File: src/rtl/hazard_scoreboard.sv
// Issue-gating scoreboard for the ID->EX register: per-GPR pending-write counters, RAW/WAW-sat
// stall, release on writeback or EX kill, and redirect-driven flushes.
module hazard_scoreboard #(
  parameter int unsigned NREG  = 32,
  parameter int unsigned RS_W  = 5,
  parameter int unsigned CNT_W = 2
) (
  input  logic            clk_i,
  input  logic            rst_i,
  input  logic            d_valid_i,
  input  logic            E_ready_i,
  input  logic [RS_W-1:0] d_rs1_i,
  input  logic            d_rs1_en_i,
  input  logic [RS_W-1:0] d_rs2_i,
  input  logic            d_rs2_en_i,
  input  logic [RS_W-1:0] d_rd_i,
  input  logic            d_wenReg_i,
  input  logic            w_valid_i,
  input  logic            w_wenReg_i,
  input  logic [RS_W-1:0] w_rd_i,
  input  logic            x_kill_i,
  input  logic            x_kill_wen_i,
  input  logic [RS_W-1:0] x_kill_rd_i,
  input  logic            redirect_i,
  output logic            d_stall_o,
  output logic            D_valid_o,
  output logic            F_flush_o,
  output logic            D_flush_o,
  output logic            busy_o,
  output logic            err_o
);

  localparam logic [CNT_W-1:0] CMAX = '1;

  logic [CNT_W-1:0] cnt_q [NREG];
  logic [CNT_W-1:0] cnt_d [NREG];
  logic             err_q, err_d;
  logic             src1_hit, src2_hit, waw_sat;
  logic             inc_en, rel_w, rel_k;

  always_comb begin
    src1_hit  = d_rs1_en_i && (d_rs1_i != '0) && (cnt_q[d_rs1_i] != '0);
    src2_hit  = d_rs2_en_i && (d_rs2_i != '0) && (cnt_q[d_rs2_i] != '0);
    waw_sat   = d_wenReg_i && (d_rd_i != '0) && (cnt_q[d_rd_i] == CMAX);
    d_stall_o = d_valid_i && (src1_hit || src2_hit || waw_sat);
    D_valid_o = d_valid_i && !d_stall_o && !redirect_i;
    F_flush_o = redirect_i;
    D_flush_o = redirect_i;
    inc_en    = D_valid_o && E_ready_i && d_wenReg_i && (d_rd_i != '0);
    rel_w     = w_valid_i && w_wenReg_i && (w_rd_i != '0);
    rel_k     = x_kill_i && x_kill_wen_i && (x_kill_rd_i != '0);
  end

  // Widened by one bit so the net -2..+1 change can be compared before clamping at zero.
  always_comb begin
    logic [CNT_W:0] up;
    logic [CNT_W:0] dn;
    err_d = err_q;
    up    = '0;
    dn    = '0;
    for (int r = 0; r < int'(NREG); r++) begin
      up = {1'b0, cnt_q[r]} + {{CNT_W{1'b0}}, (inc_en && (d_rd_i == RS_W'(r)))};
      dn = {{CNT_W{1'b0}}, (rel_w && (w_rd_i == RS_W'(r)))} +
           {{CNT_W{1'b0}}, (rel_k && (x_kill_rd_i == RS_W'(r)))};
      if (r == 0) begin
        cnt_d[r] = '0;
      end else if (dn > up) begin
        cnt_d[r] = '0;
        err_d    = 1'b1;
      end else begin
        cnt_d[r] = CNT_W'(up - dn);
      end
    end
  end

  always_comb begin
    busy_o = 1'b0;
    for (int r = 0; r < int'(NREG); r++) begin
      busy_o = busy_o | (cnt_q[r] != '0);
    end
  end

  assign err_o = err_q;

  always_ff @(posedge clk_i) begin
    if (rst_i) begin
      for (int r = 0; r < int'(NREG); r++) begin
        cnt_q[r] <= '0;
      end
      err_q <= 1'b0;
    end else begin
      cnt_q <= cnt_d;
      err_q <= err_d;
    end
  end

endmodule
File: config.mk
export PLATFORM = sky130hd
export DESIGN_NAME = hazard_scoreboard
export DESIGN_NICKNAME = d
export VERILOG_FILES = /design/src/rtl/hazard_scoreboard.sv
export SDC_FILE = /design/constraint.sdc
export NUM_CORES = 1
export LEC_CHECK = 0
export ABC_AREA = 1
export ABC_CLOCK_PERIOD_IN_PS = 5100
export BUFFER_PORTS_ARGS = -buffer_cell sky130_fd_sc_hd__buf_2
export CELL_PAD_IN_SITES_DETAIL_PLACEMENT = 0
export CELL_PAD_IN_SITES_GLOBAL_PLACEMENT = 2
export CORE_MARGIN = 3
export CORE_UTILIZATION = 35
export DETAILED_ROUTE_END_ITERATION = 8
export GPL_ROUTABILITY_DRIVEN = 0
export GPL_TIMING_DRIVEN = 0
export PLACE_DENSITY = 0.92
export SLEW_MARGIN = 20
export SYNTH_ARGS = -nofsm -noshare
export SYNTH_HDL_FRONTEND = slang
export SYNTH_SLANG_ARGS = --single-unit
File: constraint.sdc
create_clock -name clk_i -period 5.1 [get_ports clk_i]
set_clock_uncertainty 0.2 [all_clocks]
set_input_delay 1.02 -clock clk_i [delete_from_list [all_inputs] [get_ports clk_i]]
set_output_delay 1.02 -clock clk_i [all_outputs]
set_load 0.03 [all_outputs]
==> impl_metrics.py <==
metrics = {
    "outcome": {
        "status": "finished clean",
    },
    "power": {
        "p_leak_nw": 4.745,
        "internal_power_mw": 0.9450,
        "ir_drop_v": 0.0001464,
        "power.density_mw_per_mm2": 158.2,
        "switchingPower_mw": 0.4423,
        "power.share.combinational_pct": 21.3,
        "p_clk_share_pct": 41.8,
        "power_frac_seq_pct": 36.9,
        "switching_share_pct": 31.88,
    },
    "place": {
        "hpwl_mm": 21.41,
        "dp.cells": 1568,
        "io_buffers": 39,
        "post_dp_cell_area_mm2": 0.008461,
    },
    "layout": {
        "fin_area_mm2": 0.008768,
        "n_antenna_cell": 0,
        "drive_gt1_share_pct": 8.972,
        "nFillCells": 2424,
        "final_util_pct": 39.81,
        "final_cells": 1584,
        "final_cell_mix": "277 x nand2_1, 257 x nor2_1, 199 x inv_1, 186 x ha_1, 63 x dfxtp_1",
        "nets": 1524,
        "area_delta_synth_final_pct": 10.78,
        "final_common_cell": "nand2_1",
    },
    "die": {
        "fp.dieW_um": 156.4,
        "rows": 54,
        "die_h_um": 156.4,
        "die-area_mm2": 0.02445,
        "core-area_mm2": 0.02203,
        "initial_core_util_pct": 35.94,
        "boundaryPins": 43,
    },
    "clock_network": {
        "clkLatencyLatePin_ns": 0.35,
        "clkTransAtPathRegs_ns": 0.05,
        "clock-sinks": 63,
        "clock_path_buffers": 2,
        "cts-htree-levels": 3,
        "cts_buffers": 9,
        "cts_hold_buffers": 0,
        "cts_tree": "done",
        "cts-root-buf": "clkbuf_16",
    },
    "timing": {
        "drv_slew": 0,
        "setup_viol": 0,
        "slew-limit-headroom_pct": 50.87,
        "max_freq_mhz": 207.7,
        "min_period_ns": 4.815,
        "grt_setup_unrepaired": "no",
        "timing.final.crit_share_pct": 94.41,
        "worst_pin_slew_ns": 0.7370,
        "final.setup.tns_ns": 0,
        "finalHoldViolCount": 0,
        "holdWs_ns": 0.2785,
    },
    "logic_synthesis": {
        "yosys-top-cells-area": "ha_1 29%, dfxtp_1 16%, nand2_1 13%",
        "yosysWarnings": 0,
        "synth_top_family_by_area": "simple AND/OR/NAND/NOR gates",
        "synth-simple-area-share_pct": 33.70,
        "seq_area_frac_synth_pct": 15.93,
        "synth_mux_area_share_pct": 0,
        "post-synth-top-area-fraction_pct": 29.40,
        "synth-xor-area-share_pct": 3.430,
        "synth_adder_area_share_pct": 29.40,
        "synth_compound_area_share_pct": 5.691,
        "synth_cell_types": 29,
        "syn_area_mm2": 0.007915,
        "ys_seq_elements": 63,
        "syn_area_per_cell_um2": 6.337,
        "synth_top_area_cell": "ha_1",
        "synthCells": 1249,
        "synth_fp_nets": 1472,
    },
    "flow_run": {
        "maxCapViolCount": 0,
    },
    "global_routing": {
        "grt_pass1_wl_mm": 39.22,
        "grt_pass1_vias": 7085,
        "overflow": 0,
        "grt.total_usage_pct": 20.94,
        "antenna_found_initial": 0,
        "grt_max_degree": 11,
    },
    "routing": {
        "drt_first_pass_iters": 5,
        "via_per_inst": 4.790,
        "ant_nets": 0,
        "drt_iter0_drc": 540,
        "drc": 0,
        "num_vias": 7588,
        "wire_per_inst_um": 15.91,
        "wl_mm": 25.21,
    },
    "worst_setup_path": {
        "critical_path_required_ns": 5.14,
        "rr_endpoint": "err_o",
        "cp-start-kind": "input pin",
        "r2r_start": "cnt_q[26]",
        "cp.arrival_ns": 4.85,
        "critical_path_peak_fanout": 10,
        "r2r_slack_ns": 0.90,
        "worstSetupPathType": "in -> reg",
        "reg2regPathDepth": 24,
        "end_kind": "flop",
    },
    "hold_path": {
        "hp-start": "err_o",
        "hold-path-cell-count": 2,
        "hold_class": "reg -> reg",
        "hold_end": "err_o",
    },
}
synth_stat cells, drive strengths merged:
cell type and n:
a211oi 5, a21oi 30, buf 15, clkbuf 11
clkinv 2, dfxtp 63, ha 186, inv 204
nand2 281, nand3 52, nand3b 2, nand4 10
nor2 285, nor3 9, nor4 4, o211ai 2
o21a 1, o21ai 48, or2 8, xor2 31
state kept, by name, indices dropped and copies added (netlist names):
signal / flops
cnt_q: 62
err_o: 1
worst max path at each step:
stage                     startpoint     to  slack, ns  cells past startpoint
after CTS                  d_rd_i[2]  err_o       0.07                     28
after global routing       d_rd_i[2]  err_o      0.007                     28
after global placement     d_rd_i[2]  err_o      -0.27                     28
after floorplan            d_rd_i[0]  err_o       0.87                     29
after detailed placement   d_rd_i[2]  err_o      -0.29                     28
final                      d_rd_i[2]  err_o       0.29                     28
area by class of cell:
| cell class | count | area [um^2] | share of cell area, % |
|---|---|---|---|
| Sequential cell | 63 | 1261 | 14.38 |
| Clock inverter | 1 | 5.005 | 0.05708 |
| Clock buffer | 13 | 260.3 | 2.968 |
| Buffer | 26 | 165.2 | 1.884 |
| Inverter | 206 | 779.5 | 8.890 |
| Multi-Input combinational cell | 954 | 5737 | 65.43 |
| Tap cell | 280 | 350.3 | 3.995 |
| Timing Repair Buffer | 41 | 210.2 | 2.397 |
power groups by stage:
stage / registers [mW] / logic (mW) / clock network (mW)
2_1_floorplan: 0.520 / 0.188 / 0
3_3_place_gp: 0.522 / 0.290 / 0
3_5_place_dp: 0.522 / 0.290 / 0
4_1_cts: 0.511 / 0.291 / 0.585
5_1_grt: 0.512 / 0.330 / 0.604
6_report: 0.511 / 0.296 / 0.580
cell families (layout without fill, tap and decap cells):
group / Yosys count / after routing
XOR/XNOR: 31 / 31
flip-flops: 63 / 63
AO/OA/AOI/OAI: 86 / 86
buffers and inverters: 232 / 287
AND/OR/NAND/NOR: 651 / 651
adder cells (fa/ha/maj): 186 / 186
per-layer routing:
metal	GRT usage, %	up-vias	share of wire, %
met5	0	-	0
met4	4.794	0	1.4
met3	2.323	20	4.9
met2	34.70	160	45
met1	29.27	3422	49
li1	-	3986	-
critical path, cell delays in order:
cell     delay (ns)
buf_2          0.13
nor2_4         0.28
inv_1          0.13
nor2_2         0.24
nand2_1        0.08
nand2_1        0.08
inv_1          0.06
nand2_1        0.05
nor2_1         0.03
nor2_1         0.10
nor2_1         0.06
nor2_1         0.15
nor2_2         0.07
nand3_2        0.15
buf_6          0.21
nor2_2         0.06
ha_1           0.18
ha_1           0.27
inv_1          0.04
ha_1           0.33
inv_1          0.07
nor2_1         0.03
o21ai_0        0.25
nand4_1        0.20
nor3_2         0.20
nand2_1        0.15
nor3_1         0.16
nor2_1         0.05
through the flow:
stage	power [mW]	setup WS (ns)
detailed placement	0.8113	-0.2853
CTS	1.387	0.06757
global placement	0.8119	-0.2728
global route	1.447	0.007486
floorplan	0.7081	0.8680
finish	1.387	0.2851
what timing repair did:
action,in CTS,in global routing
buffers inserted,0,2
gates resized for setup,0,13
endpoints found under the setup margin,0,1
Note: power is estimated with default switching activity, not from simulation.
